--- src/rtl/execute_stage_if.sv ---
// Execute-stage bus bundle: everything the execute stage exchanges with the
// D/E register, the forwarding paths, the hazard unit and the E/M register.
// The master modport is the pipeline surrounding the stage; the slave modport
// is the execute stage itself.
interface execute_stage_if #(
   parameter int DATA_WIDTH    = 32,
   parameter int RF_ADDR_WIDTH = 5
);
   // Operands and control from the D/E register
   logic [DATA_WIDTH-1:0]    i_SrcAE;
   logic [DATA_WIDTH-1:0]    i_SrcBE;
   logic [DATA_WIDTH-1:0]    i_SignImmE;
   logic [RF_ADDR_WIDTH-1:0] i_RtE;
   logic [RF_ADDR_WIDTH-1:0] i_RdE;
   logic [4:0]               i_ShamtE;
   logic [2:0]               i_ALUControlE;
   logic                     i_ALUSrcE;
   logic                     i_RegDstE;
   logic                     i_MulStartE;
   logic                     i_MulSignedE;
   logic [1:0]               i_HiLoSelE;

   // Forwarding selects and forwarded values
   logic [1:0]               i_ForwardAE;
   logic [1:0]               i_ForwardBE;
   logic [DATA_WIDTH-1:0]    i_ALUOutM;
   logic [DATA_WIDTH-1:0]    i_ResultW;

   // Results towards the E/M register and the hazard unit
   logic [DATA_WIDTH-1:0]    o_ALUOutE;
   logic [DATA_WIDTH-1:0]    o_WriteDataE;
   logic [RF_ADDR_WIDTH-1:0] o_WriteRegE;
   logic                     o_ZeroE;
   logic                     o_MulBusyE;
   logic                     o_StallE;

   modport master (
      output i_SrcAE, i_SrcBE, i_SignImmE, i_RtE, i_RdE, i_ShamtE,
             i_ALUControlE, i_ALUSrcE, i_RegDstE, i_MulStartE, i_MulSignedE,
             i_HiLoSelE, i_ForwardAE, i_ForwardBE, i_ALUOutM, i_ResultW,
      input  o_ALUOutE, o_WriteDataE, o_WriteRegE, o_ZeroE, o_MulBusyE,
             o_StallE
   );

   modport slave (
      input  i_SrcAE, i_SrcBE, i_SignImmE, i_RtE, i_RdE, i_ShamtE,
             i_ALUControlE, i_ALUSrcE, i_RegDstE, i_MulStartE, i_MulSignedE,
             i_HiLoSelE, i_ForwardAE, i_ForwardBE, i_ALUOutM, i_ResultW,
      output o_ALUOutE, o_WriteDataE, o_WriteRegE, o_ZeroE, o_MulBusyE,
             o_StallE
   );
endinterface

--- src/rtl/execute_stage.sv ---
// MIPS execute stage: operand forwarding, ALUSrc mux, single-cycle ALU,
// RegDst mux and an iterative shift-add multiplier (one partial product per
// clock, DATA_WIDTH iterations) feeding the HI/LO registers.
// Optional feature macro MUL_SIGNED_EN: when defined, i_MulSignedE selects
// MULT (signed) semantics; when undefined every multiply is MULTU and no sign
// logic is built.
module execute_stage #(
   parameter int DATA_WIDTH    = 32,
   parameter int RF_ADDR_WIDTH = 5,
   parameter int MUL_CNT_WIDTH = 6
) (
   input logic            i_CLK,
   input logic            i_RST,
   execute_stage_if.slave bus
);

   localparam logic [2:0] ALU_AND = 3'b000;
   localparam logic [2:0] ALU_OR  = 3'b001;
   localparam logic [2:0] ALU_ADD = 3'b010;
   localparam logic [2:0] ALU_SLL = 3'b011;
   localparam logic [2:0] ALU_SRL = 3'b100;
   localparam logic [2:0] ALU_NOR = 3'b101;
   localparam logic [2:0] ALU_SUB = 3'b110;
   localparam logic [2:0] ALU_SLT = 3'b111;

   localparam logic [1:0] SEL_HI = 2'b01;
   localparam logic [1:0] SEL_LO = 2'b10;

   typedef enum logic {IDLE, BUSY} mul_state_t;

   // 00 and 11 both take the register value
   function automatic logic [DATA_WIDTH-1:0] fwd_mux(
      input logic [1:0]            sel,
      input logic [DATA_WIDTH-1:0] reg_val,
      input logic [DATA_WIDTH-1:0] result_w,
      input logic [DATA_WIDTH-1:0] alu_out_m
   );
      case (sel)
         2'b01:   return result_w;
         2'b10:   return alu_out_m;
         default: return reg_val;
      endcase
   endfunction

   logic [DATA_WIDTH-1:0]     src_a;
   logic [DATA_WIDTH-1:0]     fwd_b;
   logic [DATA_WIDTH-1:0]     src_b;
   logic [DATA_WIDTH-1:0]     alu_result;

   mul_state_t                state_q, state_d;
   logic [MUL_CNT_WIDTH-1:0]  cnt_q;
   logic [2*DATA_WIDTH-1:0]   mcand_q;
   logic [DATA_WIDTH-1:0]     mplier_q;
   logic [2*DATA_WIDTH-1:0]   acc_q;
   logic [DATA_WIDTH-1:0]     hi_q, lo_q;

   logic [DATA_WIDTH-1:0]     mag_a, mag_b;
   logic [2*DATA_WIDTH-1:0]   acc_next;
   logic [2*DATA_WIDTH-1:0]   product;
   logic                      mul_load;
   logic                      mul_done;

   assign src_a = fwd_mux(bus.i_ForwardAE, bus.i_SrcAE, bus.i_ResultW, bus.i_ALUOutM);
   assign fwd_b = fwd_mux(bus.i_ForwardBE, bus.i_SrcBE, bus.i_ResultW, bus.i_ALUOutM);
   assign src_b = bus.i_ALUSrcE ? bus.i_SignImmE : fwd_b;

   // ALU: shifts act on operand B, add/sub wrap silently
   always_comb begin
      // NOTE: default first so every path assigns alu_result and no latch is inferred.
      alu_result = '0;
      case (bus.i_ALUControlE)
         ALU_AND: alu_result = src_a & src_b;
         ALU_OR:  alu_result = src_a | src_b;
         ALU_ADD: alu_result = src_a + src_b;
         ALU_SUB: alu_result = src_a - src_b;
         ALU_SLT: alu_result = {{(DATA_WIDTH-1){1'b0}}, ($signed(src_a) < $signed(src_b))};
         ALU_SLL: alu_result = src_b << bus.i_ShamtE;
         ALU_SRL: alu_result = src_b >> bus.i_ShamtE;
         ALU_NOR: alu_result = ~(src_a | src_b);
         default: alu_result = '0;
      endcase
   end

   // Operand magnitudes and final sign correction of the product
`ifdef MUL_SIGNED_EN
   logic sign_a, sign_b, neg_q;

   assign sign_a   = bus.i_MulSignedE & src_a[DATA_WIDTH-1];
   assign sign_b   = bus.i_MulSignedE & fwd_b[DATA_WIDTH-1];
   assign mag_a    = sign_a ? -src_a : src_a;
   assign mag_b    = sign_b ? -fwd_b : fwd_b;
   assign product  = neg_q ? -acc_next : acc_next;
`else
   logic unused_mul_signed;

   assign unused_mul_signed = bus.i_MulSignedE;
   assign mag_a    = src_a;
   assign mag_b    = fwd_b;
   assign product  = acc_next;
`endif

   assign acc_next = acc_q + (mplier_q[0] ? mcand_q : '0);
   assign mul_load = (state_q == IDLE) && bus.i_MulStartE;
   assign mul_done = (state_q == BUSY) && (cnt_q == MUL_CNT_WIDTH'(1));

   // Multiplier state register
   always_ff @(posedge i_CLK or negedge i_RST) begin
      // NOTE: non-blocking assignments keep every flop sampling pre-edge values.
      if (!i_RST) state_q <= IDLE;
      else        state_q <= state_d;
   end

   // Multiplier next state: start from IDLE, leave BUSY on the last iteration
   always_comb begin
      state_d = state_q;
      case (state_q)
         IDLE:    if (bus.i_MulStartE) state_d = BUSY;
         BUSY:    if (mul_done)        state_d = IDLE;
         default: state_d = IDLE;
      endcase
   end

   // Multiplier datapath: operand latch, shift-add iterations, HI/LO writeback
   always_ff @(posedge i_CLK or negedge i_RST) begin
      if (!i_RST) begin
         cnt_q    <= '0;
         mcand_q  <= '0;
         mplier_q <= '0;
         acc_q    <= '0;
         hi_q     <= '0;
         lo_q     <= '0;
`ifdef MUL_SIGNED_EN
         neg_q    <= 1'b0;
`endif
      end else if (mul_load) begin
         mcand_q  <= {{DATA_WIDTH{1'b0}}, mag_a};
         mplier_q <= mag_b;
         acc_q    <= '0;
         cnt_q    <= MUL_CNT_WIDTH'(DATA_WIDTH);
`ifdef MUL_SIGNED_EN
         neg_q    <= sign_a ^ sign_b;
`endif
      end else if (state_q == BUSY) begin
         acc_q    <= acc_next;
         mcand_q  <= mcand_q << 1;
         mplier_q <= mplier_q >> 1;
         cnt_q    <= cnt_q - MUL_CNT_WIDTH'(1);
         if (mul_done) {hi_q, lo_q} <= product;
      end
   end

   // Output muxes and hazard-unit handshake
   always_comb begin
      bus.o_WriteDataE = fwd_b;
      bus.o_WriteRegE  = bus.i_RegDstE ? bus.i_RdE : bus.i_RtE;
      bus.o_ZeroE      = (alu_result == '0);
      bus.o_MulBusyE   = (state_q == BUSY);
      bus.o_StallE     = (state_q == BUSY) &&
                         (bus.i_MulStartE || bus.i_HiLoSelE == SEL_HI || bus.i_HiLoSelE == SEL_LO);
      case (bus.i_HiLoSelE)
         SEL_HI:  bus.o_ALUOutE = hi_q;
         SEL_LO:  bus.o_ALUOutE = lo_q;
         default: bus.o_ALUOutE = alu_result;
      endcase
   end

endmodule

--- src/flat_wrapper.sv ---
// flat-port wrapper written by rule: the top's interface ports become plain ports
module execute_stage_flat 
#(
   parameter int DATA_WIDTH    = 32,
   parameter int RF_ADDR_WIDTH = 5,
   parameter int MUL_CNT_WIDTH = 6
)
  (i_CLK, i_RST, bus_i_SrcAE, bus_i_SrcBE, bus_i_SignImmE, bus_i_RtE, bus_i_RdE, bus_i_ShamtE, bus_i_ALUControlE, bus_i_ALUSrcE, bus_i_RegDstE, bus_i_MulStartE, bus_i_MulSignedE, bus_i_HiLoSelE, bus_i_ForwardAE, bus_i_ForwardBE, bus_i_ALUOutM, bus_i_ResultW, bus_o_ALUOutE, bus_o_WriteDataE, bus_o_WriteRegE, bus_o_ZeroE, bus_o_MulBusyE, bus_o_StallE);
  execute_stage_if #(.DATA_WIDTH(DATA_WIDTH), .RF_ADDR_WIDTH(RF_ADDR_WIDTH)) bus_i ();
  input logic i_CLK;
  input logic i_RST;
  input wire logic [$bits(bus_i.i_SrcAE)-1:0] bus_i_SrcAE;
  input wire logic [$bits(bus_i.i_SrcBE)-1:0] bus_i_SrcBE;
  input wire logic [$bits(bus_i.i_SignImmE)-1:0] bus_i_SignImmE;
  input wire logic [$bits(bus_i.i_RtE)-1:0] bus_i_RtE;
  input wire logic [$bits(bus_i.i_RdE)-1:0] bus_i_RdE;
  input wire logic [$bits(bus_i.i_ShamtE)-1:0] bus_i_ShamtE;
  input wire logic [$bits(bus_i.i_ALUControlE)-1:0] bus_i_ALUControlE;
  input wire logic [$bits(bus_i.i_ALUSrcE)-1:0] bus_i_ALUSrcE;
  input wire logic [$bits(bus_i.i_RegDstE)-1:0] bus_i_RegDstE;
  input wire logic [$bits(bus_i.i_MulStartE)-1:0] bus_i_MulStartE;
  input wire logic [$bits(bus_i.i_MulSignedE)-1:0] bus_i_MulSignedE;
  input wire logic [$bits(bus_i.i_HiLoSelE)-1:0] bus_i_HiLoSelE;
  input wire logic [$bits(bus_i.i_ForwardAE)-1:0] bus_i_ForwardAE;
  input wire logic [$bits(bus_i.i_ForwardBE)-1:0] bus_i_ForwardBE;
  input wire logic [$bits(bus_i.i_ALUOutM)-1:0] bus_i_ALUOutM;
  input wire logic [$bits(bus_i.i_ResultW)-1:0] bus_i_ResultW;
  output wire logic [$bits(bus_i.o_ALUOutE)-1:0] bus_o_ALUOutE;
  output wire logic [$bits(bus_i.o_WriteDataE)-1:0] bus_o_WriteDataE;
  output wire logic [$bits(bus_i.o_WriteRegE)-1:0] bus_o_WriteRegE;
  output wire logic [$bits(bus_i.o_ZeroE)-1:0] bus_o_ZeroE;
  output wire logic [$bits(bus_i.o_MulBusyE)-1:0] bus_o_MulBusyE;
  output wire logic [$bits(bus_i.o_StallE)-1:0] bus_o_StallE;
  assign bus_i.i_SrcAE = bus_i_SrcAE;
  assign bus_i.i_SrcBE = bus_i_SrcBE;
  assign bus_i.i_SignImmE = bus_i_SignImmE;
  assign bus_i.i_RtE = bus_i_RtE;
  assign bus_i.i_RdE = bus_i_RdE;
  assign bus_i.i_ShamtE = bus_i_ShamtE;
  assign bus_i.i_ALUControlE = bus_i_ALUControlE;
  assign bus_i.i_ALUSrcE = bus_i_ALUSrcE;
  assign bus_i.i_RegDstE = bus_i_RegDstE;
  assign bus_i.i_MulStartE = bus_i_MulStartE;
  assign bus_i.i_MulSignedE = bus_i_MulSignedE;
  assign bus_i.i_HiLoSelE = bus_i_HiLoSelE;
  assign bus_i.i_ForwardAE = bus_i_ForwardAE;
  assign bus_i.i_ForwardBE = bus_i_ForwardBE;
  assign bus_i.i_ALUOutM = bus_i_ALUOutM;
  assign bus_i.i_ResultW = bus_i_ResultW;
  assign bus_o_ALUOutE = bus_i.o_ALUOutE;
  assign bus_o_WriteDataE = bus_i.o_WriteDataE;
  assign bus_o_WriteRegE = bus_i.o_WriteRegE;
  assign bus_o_ZeroE = bus_i.o_ZeroE;
  assign bus_o_MulBusyE = bus_i.o_MulBusyE;
  assign bus_o_StallE = bus_i.o_StallE;
  execute_stage #(.DATA_WIDTH(DATA_WIDTH), .RF_ADDR_WIDTH(RF_ADDR_WIDTH), .MUL_CNT_WIDTH(MUL_CNT_WIDTH)) u_core (.i_CLK(i_CLK), .i_RST(i_RST), .bus(bus_i));
endmodule
--- config.mk ---
export PLATFORM = sky130hd
export DESIGN_NAME = execute_stage_flat
export DESIGN_NICKNAME = d
export VERILOG_FILES = /design/src/rtl/execute_stage_if.sv /design/src/rtl/execute_stage.sv /design/src/flat_wrapper.sv
export SDC_FILE = /design/constraint.sdc
export NUM_CORES = 1
export LEC_CHECK = 0
export BUFFER_PORTS_ARGS = -buffer_cell sky130_fd_sc_hd__clkbuf_2
export CORE_MARGIN = 2
export CORE_UTILIZATION = 30
export DETAILED_ROUTE_END_ITERATION = 10
export GPL_TIMING_DRIVEN = 0
export HOLD_SLACK_MARGIN = 0.03
export SYNTH_ARGS = -nofsm -noshare
export SYNTH_HDL_FRONTEND = slang
export SYNTH_SLANG_ARGS = --single-unit
--- constraint.sdc ---
create_clock -name i_CLK -period 6 [get_ports i_CLK]
set_input_delay 0.6 -clock i_CLK [delete_from_list [all_inputs] [get_ports i_CLK]]
set_output_delay 0.6 -clock i_CLK [all_outputs]
set_load 0.02 [all_outputs]
==> qor.yml <==
path_class: "in2out"
worstPathMaxFanout: 10
grt_overflow: 0
synthDistinctLibCells: 86
via_count: 28826
ys_warn_count: 0
drt_wl_total_mm: 137.4
path_clk_slew_ns: 0.06
fillers: 8537
clockRootBuffer: "clkbuf_16"
end_kind: "output port"
cts_buffers: 24
slew_headroom_pct: 16.63
routabilityCongestion: 1.108
synth_area_mm2: 0.02504
ir_worst_vdd_mv: 0.2614
area_growth_pct: 24.94
critical_path_arrival_ns: 5.79
clk-insertion-delay-late_ns: 0.57
start_util_pct: 30.40
final_area_mm2: 0.03128
crit_slowest_cell: "o31ai_2"
drtAntennaViolNets: 0
die_w_um: 292.9
min_period_over_period_pct: 106.5
hold_viol_final: 0
power_per_cell_area_mw_per_mm2: 317.2
tns_ns: -0.5250
gr-usage-all-layers_pct: 30.84
cts_tree: "yes"
dr_wl_met2_mm: 57.70
cts.sinks: 231
period_needed_ns: 6.389
rows: 105
yosysTopAreaCell: "dfrtp_1"
yosysSeqAreaShare_pct: 23.09
netlist.area_leader.share_pct: 23.09
critical-path-max-stage-delay_ns: 0.76
cts_htree_levels: 1
worstHoldPathType: "reg2reg"
worstMarginPinSlew_ns: 1.246
grt_start_max_net_pins: 105
wl_per_cell_um: 29.95
wirelength_met1_mm: 52.86
die_y_um: 292.9
core_area_mm2: 0.08237
drv_cap: 0
async_flop_share_pct: 100.0
synth_flop_cell: "dfrtp_1"
cts_buffer_depth: 3
initialDrtViolationCount: 4136
grt_antenna_before_repair: 2
dieArea_mm2: 0.08579
post-synth-top-count-cell: "nand2_1"
cp.required_ns: 5.40
grt_pass1_vias: 27312
final_net_count: 3865
synth_nets: 3495
finClkSkew_ns: 0.03036
placement.io_buffers: 256
dpl_cell_area_mm2: 0.02776
setup_slack_ns: -0.3889
hpwl_mm: 108.1
drc: 0
clock.fmax_mhz: 156.5
grt_first_pass_wirelength_mm: 194.8
failed_checks: "negative setup slack"
p_leak_nw: 13.74
syn_inst: 3131
yosys-top-cells-count: "nand2_1 (348), o21ai_0 (255), dfrtp_1 (231)"
avgSynthCellArea_um2: 7.997
via_per_inst: 6.283
drive_above_1_share_pct: 23.37
slew_violations: 0
rsz0062_at_grt: "yes"
setup_viol: 2
synth_edf_count: 0
path_cells: "buf_8 > inv_4 > ha_4 > buf_6 > buf_4 > a221oi_1 > o31ai_2 > inv_1 > ha_1 > nor2b_1 > mux2i_1 > o21ai_0 > a21oi_1 > o221ai_1 > a211oi_1 > a21oi_2 > and4b_1 > nand4_1 > nor4_4 > clkbuf_8"
start_kind: "input port"
yosys-top-cells-area: "dfrtp_1 (23%), ha_1 (8.5%), nand2_1 (5.2%)"
drt_pre_antenna_iters: 7
ys_ff_latch: 231
wl_met3_mm: 17.26
top_layer: "met5"
ioPinCount: 262
status: "finished, violations left"
## critical path, delay by kind of cell
family          cells  cell delay, ns
compound gates      7            2.52
mux                 1            0.12
fa+ha+maj           2            0.57
simple gates        4            0.91
buf+inv             6            1.04
## final timing paths
path / start / to / slack [ns] / depth (start not counted)
worst max-delay path: bus_i_ForwardBE[0] / bus_o_ZeroE / -0.39 / 20
max in group asynchronous: i_RST / u_core.mplier_q[12]$_DFFE_PN0P_ / 4.17 / 4
worst min register to register: u_core.mcand_q[46]$_DFFE_PN0P_ / u_core.mcand_q[47]$_DFFE_PN0P_ / 0.48 / 2
min in group asynchronous: i_RST / u_core.mcand_q[35]$_DFFE_PN0P_ / 0.58 / 2
worst max register to register: u_core.mplier_q[0]$_DFFE_PN0P_ / u_core.hi_q[31]$_DFFE_PN0P_ / 0.48 / 16
worst min-delay path: u_core.mcand_q[46]$_DFFE_PN0P_ / u_core.mcand_q[47]$_DFFE_PN0P_ / 0.48 / 2
## what timing repair did
item,4_1_cts,5_1_grt
buffers inserted,78,15
gates cloned,1,0
resized for setup,380,83
hold buffers,1,0
hold endpoints to repair,14,0
endpoints found under the setup margin,35,9
pin swaps,71,38
## area by class of cell
class	instances	area (µm²)	share of cell area, %
Clock inverter	5	75.07	0.2400
Multi-Input combinational cell	2535	19530	62.43
Sequential cell	231	5781	18.48
Antenna cell	1	2.502	0.007999
Clock buffer	37	729.5	2.332
Tap cell	1070	1339	4.280
Buffer	219	1150	3.676
Timing Repair Buffer	356	2162	6.911
Inverter	134	513.0	1.640
## cells in the final DEF (no fill, tap or decap), types with 32 or more instances in the layout
cell      instances
nand2_1         340
clkbuf_2        266
dfrtp_1         231
o21ai_0         213
a21oi_1         204
nor2_1          196
ha_1            146
clkbuf_1        137
inv_1           127
mux2i_1         102
buf_4            97
nor3_1           86
and2_1           80
mux2_2           77
a21o_1           75
xnor2_1          74
a22o_1           70
o22ai_1          52
a22oi_1          45
mux4_2           42
nand3_1          37
nand2b_1         34
a221oi_1         33
o32ai_1          32
## routing by layer
layer  GRT usage, %  vias up
met2          46.13     1944
met1          39.28    14058
li1               -    12356
met4          16.52        4
met3          10.07      464
met5              0        -
## power by group
group / switching (W) / total [W] / internal (W)
combinational: 0.00350 / 0.00564 / 0.00214
clock: 0.000665 / 0.00155 / 0.000881
sequential: 0.000519 / 0.00274 / 0.00222
total: 0.00469 / 0.00992 / 0.00524
## logic make-up (layout without fill, tap and decap cells)
kind of cell	Yosys count	after routing	share of synthesized area (%)
other cells	0	1	0
flops	231	231	23.09
xor+xnor	103	103	3.603
buf+inv	365	751	5.802
compound gates	1100	1100	29.75
fa+ha+maj	174	174	8.785
simple gates	935	935	17.56
mux	223	223	11.42
## flip-flops by register name, summed over array words and instances, names as in the netlist
register / count
u_core.cnt_q: 6
u_core.bus.o_MulBusyE: 1
u_core.mplier_q: 32
u_core.acc_q: 64
u_core.lo_q: 32
u_core.mcand_q: 64
u_core.hi_q: 32
## per-stage QoR
stage / worst slack, ns / hold WS [ns] / power, W / util, % / std cells
finish: -0.3889 / 0.4762 / 0.009923 / 37.98 / 4588
global route: -0.4016 / 0.5036 / 0.01042 / 37.97 / 4587
CTS: -0.06920 / 0.4795 / 0.009669 / 37.46 / 4574
detailed placement: -3.008 / 0.4689 / 0.007679 / 33.69 / 4462
global placement: -3.075 / 0.4610 / 0.007646 / 33.59 / 4457
floorplan: 0.03129 / 0.3044 / 0.005880 / - / 3131
Power figures use the tool's default switching activity.
